`src/rtl/div_arbiter.sv`:
```
// Two-requester arbiter in front of a shared restoring divider.
//
// Requests are granted only while the divider is idle; when both requesters
// ask at once, the one that did not win last time is served. A granted
// operation runs N restoring steps (one per cycle) and the result is
// presented for a single DONE cycle. A zero divisor skips the calculation
// and reports Res = all ones, Rem = dividend, div_by_zero = 1.
//
// Ports:
//   clk, rst_n               clock, asynchronous active-low reset
//   req0, inp1_0, inp2_0     requester 0 request, dividend, divisor
//   req1, inp1_1, inp2_1     requester 1 request, dividend, divisor
//   gnt0, gnt1               combinational one-cycle operand-capture grants
//   busy                     high whenever the divider is not idle
//   done, done_id            one-cycle result-valid pulse and owning requester
//   Res, Rem, div_by_zero    registered quotient, remainder, zero-divisor flag
module div_arbiter #(
  parameter int unsigned N = 16
) (
  input  logic         clk,
  input  logic         rst_n,
  input  logic         req0,
  input  logic [N-1:0] inp1_0,
  input  logic [N-1:0] inp2_0,
  input  logic         req1,
  input  logic [N-1:0] inp1_1,
  input  logic [N-1:0] inp2_1,
  output logic         gnt0,
  output logic         gnt1,
  output logic         busy,
  output logic         done,
  output logic         done_id,
  output logic [N-1:0] Res,
  output logic [N-1:0] Rem,
  output logic         div_by_zero
);

  localparam int unsigned CW = $clog2(N) + 1;

  typedef enum logic [1:0] {StIdle, StCalc, StDone} state_e;

  state_e         state_q, state_d;
  logic           last_id_q;
  logic           owner_q;
  logic [N-1:0]   a_q;
  logic [N-1:0]   b_q;
  logic [N:0]     p_q;
  logic [CW-1:0]  cnt_q;

  logic           winner;
  logic           grant;
  logic [N-1:0]   sel_a;
  logic [N-1:0]   sel_b;
  logic           sel_b_zero;
  logic [N:0]     p_shift;
  logic [N:0]     p_trial;
  logic [N:0]     p_next;
  logic [N-1:0]   a_next;
  logic           last_step;

  // Arbitration and grants
  always_comb begin
    // With both requesting, the requester that did not win last time goes next.
    winner     = (req0 && req1) ? ~last_id_q : req1;
    gnt0       = rst_n && (state_q == StIdle) && req0 && !winner;
    gnt1       = rst_n && (state_q == StIdle) && req1 && winner;
    grant      = gnt0 || gnt1;
    sel_a      = winner ? inp1_1 : inp1_0;
    sel_b      = winner ? inp2_1 : inp2_0;
    sel_b_zero = (sel_b == '0);
  end

  // One restoring division step
  always_comb begin
    p_shift = {p_q[N-1:0], a_q[N-1]};
    p_trial = p_shift - {1'b0, b_q};
    if (p_trial[N]) begin
      // Trial subtraction went negative: keep the shifted value (restore).
      p_next = p_shift;
      a_next = {a_q[N-2:0], 1'b0};
    end else begin
      p_next = p_trial;
      a_next = {a_q[N-2:0], 1'b1};
    end
    last_step = (cnt_q == CW'(N - 1));
  end

  // Next-state and status outputs
  always_comb begin
    state_d = state_q;
    case (state_q)
      StIdle: begin
        if (grant) state_d = sel_b_zero ? StDone : StCalc;
      end
      StCalc: begin
        if (last_step) state_d = StDone;
      end
      StDone:  state_d = StIdle;
      default: state_d = StIdle;
    endcase
    busy = (state_q != StIdle);
    done = (state_q == StDone);
  end

  always_ff @(posedge clk or negedge rst_n) begin
    if (!rst_n) begin
      state_q <= StIdle;
    end else begin
      state_q <= state_d;
    end
  end

  always_ff @(posedge clk or negedge rst_n) begin
    if (!rst_n) begin
      last_id_q   <= 1'b1;
      owner_q     <= 1'b0;
      a_q         <= '0;
      b_q         <= '0;
      p_q         <= '0;
      cnt_q       <= '0;
      Res         <= '0;
      Rem         <= '0;
      div_by_zero <= 1'b0;
      done_id     <= 1'b0;
    end else begin
      if (grant) begin
        last_id_q <= winner;
        owner_q   <= winner;
        a_q       <= sel_a;
        b_q       <= sel_b;
        p_q       <= '0;
        cnt_q     <= '0;
        if (sel_b_zero) begin
          Res         <= '1;
          Rem         <= sel_a;
          div_by_zero <= 1'b1;
          done_id     <= winner;
        end
      end
      if (state_q == StCalc) begin
        a_q   <= a_next;
        p_q   <= p_next;
        // Counter stops at N, which fits in CW bits, so it never wraps.
        cnt_q <= cnt_q + 1'b1;
        if (last_step) begin
          Res         <= a_next;
          Rem         <= p_next[N-1:0];
          div_by_zero <= 1'b0;
          done_id     <= owner_q;
        end
      end
    end
  end

endmodule

```
`config.mk`:
```
export PLATFORM = sky130hd
export DESIGN_NAME = div_arbiter
export DESIGN_NICKNAME = d
export VERILOG_FILES = /design/src/rtl/div_arbiter.sv
export SDC_FILE = /design/constraint.sdc
export NUM_CORES = 1
export LEC_CHECK = 0
export CORE_MARGIN = 2
export CORE_UTILIZATION = 47
export CTS_CLUSTER_DIAMETER = 30
export CTS_CLUSTER_SIZE = 12
export DETAILED_ROUTE_END_ITERATION = 10
export PLACE_DENSITY = 0.79
export SLEW_MARGIN = 20
export SYNTH_ARGS = -nofsm -noshare
export SYNTH_HDL_FRONTEND = slang
export SYNTH_SLANG_ARGS = --single-unit
export TNS_END_PERCENT = 50
```
`constraint.sdc`:
```
create_clock -name clk -period 2.7 [get_ports clk]
set_clock_uncertainty 0.05 [all_clocks]
set_input_delay 0.27 -clock clk [delete_from_list [all_inputs] [get_ports clk]]
set_output_delay 0.27 -clock clk [all_outputs]
set_load 0.05 [all_outputs]
```
---- After elaboration in Yosys (flattened, before gate mapping) ----
Index checks and enable logic that the tools add are counted.
word-level totals
  output and inout bits ................... 38
  register bits ........................... 91
  logic and storage cells ................. 63
  bits of input ports ..................... 68
cells by class
  equality and inequality tests ........... 5
  bitwise gates (word level) .............. 1
  add/sub/neg operators ................... 2
  reductions and logical operators ........ 13
  mux-type cells .......................... 31
operator list
  cell                 number
  $mux 16              15
  $sub 17x16->17       1
  $logic_not 16->1     1
  $mux 1               10
  $mux 5               2
  $logic_and 1x1->1    6
  $mux 2               3
  $add 5x1->5 const B  1
  $eq 5x4->1 const B   1
  $ne 2x2->1 const B   2
  $pmux 2 s2           1
  $reduce_bool 2->1    2
  $eq 2x1->1 const B   1
  $eq 2x2->1 const B   1
  $logic_not 2->1      1
  $reduce_and 2->1     1
  $logic_not 1->1      1
  $logic_or 1x1->1     1
  $not 1->1            1

---- Longest topological paths before layout ----
  word-level depth ........................ 8
  mapped depth ............................ 11

---- Least setup slack after synthesis ----
No wires, ideal clock.
  path type ............................... register to register
  start point ............................. register a_q[15]
  end point ............................... register p_q[1]
  arrival ................................. 2,539 ps
  path slack .............................. 36 ps
  stages on the path, launching flop included .. 12
  library setup time ...................... 75 ps
  buffers on the path ..................... 1
  path through ............................ dfrtp_1 -> inv_1 -> ha_1 -> fa_1 -> nor2b_4 -> o31a_4 -> o311ai_4 -> o221a_2 -> a211oi_4 -> buf_6 -> mux2_4 -> o21ai_2
between the ends
  longest elaborated chain between the ends .. 3
ends and longest elaborated chain
  item                    line  text
  from (decl)             45    logic [N-1:0] a_q;
  from (signal assigned)  129   a_q <= sel_a;
  from (signal assigned)  141   a_q <= a_next;
  $sub 17x16->17          76    p_trial = p_shift - {1'b0, b_q};
  $mux 16                 77    if (p_trial[N]) begin
  $mux 16                 140   if (state_q == StCalc) begin
  to (signal assigned)    142   p_q <= p_next;
  to (decl)               47    logic [N:0] p_q;
Every way passes these cells.
A chain may end at the register's enable or synchronous reset.

---- Final worst setup path ----
  start point ............................. register a_q[15]
  end point ............................... register p_q[2]
The elaborated chain is that of the path after synthesis.

==> impl_metrics.py <==
metrics = {
    "logic_synthesis": {
        "ys_top_cells_by_area": "dfrtp_1 (43%), mux2i_1 (8.5%), o21ai_0 (4.7%), nand2_1 (4.5%), ha_1 (4.3%)",
        "netlist.area_leader.share": 0.434,
        "syn_nets": 661,
        "synthFlopType": "dfrtp_1",
        "synth-warning-count": 0,
        "ys_types": 53,
        "syn_area_um2": 5190,
        "seq_area_frac_synth": 0.439,
        "ys_seq_elements": 91,
        "synth_top_area_cell": "dfrtp_1",
        "synth_area_per_cell_um2": 9.04,
        "synth_edf_count": 0,
        "syn_inst": 574,
        "ys_async_sr_fraction": 1.00,
    },
    "die": {
        "die_h_um": 109,
        "dieArea_um2": 11900,
        "start_util": 0.481,
        "row_count": 38,
        "fp.dieW_um": 109,
        "io_pins": 106,
        "core-area_um2": 10800,
    },
    "setup_path": {
        "r2r-start": "a_q[15]",
        "start_kind": "flop",
        "crit_type": "reg2reg",
        "crit_chain": "inv_2, ha_4, fa_2, nor2b_4, o31a_4, o311ai_4, o21ai_2, a211oi_4, buf_12, buf_12, mux2i_2, o21ai_1",
        "worst_r2r_endpoint": "p_q[2]",
        "crit_arrival_ns": 2.92,
        "crit_required_ns": 2.90,
        "r2r_slack_ns": -0.02,
        "crit_path_frequent_cell": "buf_12",
        "cp_max_fo": 8,
        "crit_slowest_cell": "dfrtp_1",
        "end_kind": "flop",
        "rr_worst_depth": 12,
        "critPathMaxStageDelay_ns": 0.40,
        "crit_buf_inv": 3,
        "path_delay_family": "compound AO/OA/AOI/OAI gates",
    },
    "final_layout": {
        "final_cells": 836,
        "antennaDiodeCount": 0,
        "layout_common_cells": "clkdlybuf4s50_1 (102), dfrtp_1 (90), nand2_1 (61), nor2_1 (57), o21ai_0 (47)",
        "final_area_um2": 6990,
        "mostFrequentLayoutCell": "clkdlybuf4s50_1",
        "syn2layout_area_growth_pct": 34.7,
        "fillers": 879,
        "drive_gt1_frac": 0.142,
        "nets": 778,
    },
    "min_path": {
        "hold_class": "in2async",
    },
    "sta": {
        "hold_viol": 0,
        "finalSetupViolations": 6,
        "finalCritPeriodShare": 1.01,
        "clock.fmax_mhz": 368,
        "setup_tns_ns": -0.0657,
        "worst_pin_slew_ns": 0.751,
        "finalCriticalPeriod_ns": 2.72,
        "drv_slew": 0,
        "fin_ws_ns": -0.0196,
        "slew_headroom": 0.500,
        "hold_ws_ns": 0.198,
        "rsz0062_at_grt": "yes",
    },
    "clock_network": {
        "clkSlewWorstSetupHoldPaths_ns": 0.09,
        "cts_tree": "yes",
        "cts.sinks": 91,
        "cts-htree-levels": 3,
        "clock_path_buffers": 2,
        "clockRootBuffer": "clkbuf_8",
        "clk_latency_ns": 0.37,
        "numCtsBuffers": 9,
    },
    "power_and_ir_drop": {
        "p_total_mw": 10.2,
        "power.density_nw_per_um2": 1460,
        "peakVddDrop_uv": 734,
        "leakagePower_nw": 2.94,
    },
    "placed_design": {
        "port_buffers": 105,
        "hpwl_mm": 9.77,
        "dpl_cell_area_um2": 6550,
        "dp_cells": 813,
        "gp_routability_congestion": 0.885,
    },
    "drt": {
        "drtIter0Drc": 269,
        "wl_per_cell_um": 16.0,
        "drc": 0,
        "wl_mm": 13.4,
        "via_count": 4681,
        "via_per_inst": 5.60,
        "drt-pass1-iter-count": 5,
        "drtAntennaViolNets": 0,
    },
    "status": {
        "violations": "setup timing",
        "status": "finished with violations",
    },
    "global_routing": {
        "overflow": 0,
        "grt_max_degree": 84,
        "grt_pass1_vias": 4464,
        "grt_pass1_wl_mm": 21.2,
        "track_usage": 0.229,
        "antenna_found_initial": 0,
    },
    "run": {
        "cap_violations": 0,
    },
}
## worst register-to-register path: stages, from the launching register on
cell,delay (ns)
dfrtp_1,0.40
inv_2,0.09
ha_4,0.13
fa_2,0.22
nor2b_4,0.05
o31a_4,0.34
o311ai_4,0.29
o21ai_2,0.11
a211oi_4,0.32
buf_12,0.18
buf_12,0.12
mux2i_2,0.22
o21ai_1,0.08
## metal layers
layer,wire [um],global-route usage
met4,269,0.0842
met5,0,0
met1,6010,0.303
met3,768,0.0406
met2,6330,0.376
## worst max-delay path by stage
stage,slack [ns],startpoint,endpoint,cells after the start
after CTS,-0.05,b_q[0],p_q[3],11
after detailed placement,-0.1,a_q[15],p_q[0],11
after floorplan,0.04,a_q[15],p_q[1],11
after global routing,-0.13,a_q[15],Rem[4],12
after global placement,-0.03,a_q[15],Rem[0],11
final,-0.02,a_q[15],p_q[2],12
## stage by stage
step	worst slack (ns)	util
6_report	-0.0196	0.648
5_1_grt	-0.129	0.648
4_1_cts	-0.0488	0.640
3_5_place_dp	-0.0970	0.607
3_3_place_gp	-0.0281	0.607
2_1_floorplan	0.0363	-
## cells by family after synthesis
family	Yosys count	synth area share
xor gates and xnor gates	11	0.0186
DFF	91	0.439
adders and majority gates	19	0.0472
buffers and inverters	57	0.0468
muxes	46	0.0899
AOI/OAI and AO/OA	169	0.200
and+or+nand+nor	181	0.158
## sequential cells by signal, summed over array words and instances, names as in the netlist
name         flops
Rem             16
Res             16
a_q             16
b_q             16
p_q             16
cnt_q            5
state_q          2
div_by_zero      1
done_id          1
last_id_q        1
owner_q          1
## where the power goes
group	total [mW]	internal [mW]	switching [mW]
combinational	6.66	3.01	3.65
clock	1.08	0.575	0.509
sequential	2.50	2.00	0.497
## cell type report
class | instances | area, um2 | share of cell area
Clock inverter | 5 | 83.8 | 0.0120
Inverter | 21 | 78.8 | 0.0113
Multi-Input combinational cell | 426 | 2830 | 0.404
Timing Repair Buffer | 142 | 1400 | 0.200
Tap cell | 140 | 175 | 0.0251
Clock buffer | 11 | 151 | 0.0217
Sequential cell | 91 | 2280 | 0.326
## timing repair
action,CTS,global route
setup endpoints to repair,21,34
gates cloned,1,0
hold buffers,1,0
pin swaps,5,12
gates resized for setup,15,17
setup buffers,3,3
endpoints found under the hold margin,8,0
## cell usage after synthesis (3+ instances only)
master	number
dfrtp_1	90
nand2_1	62
nor2_1	57
o21ai_0	49
mux2i_1	44
a21oi_1	40
clkbuf_1	24
o21ai_1	24
nand3_1	22
inv_1	21
o211ai_1	19
ha_1	18
nor4_1	9
xnor2_1	9
buf_2	8
o21a_1	7
a21o_1	6
nand4_1	6
a31oi_1	5
nor2b_1	4
a21boi_0	3
a32oi_1	3
and3_1	3
nand2b_1	3
o21ai_2	3
or2_2	3
Power figures use the tool's default switching activity.
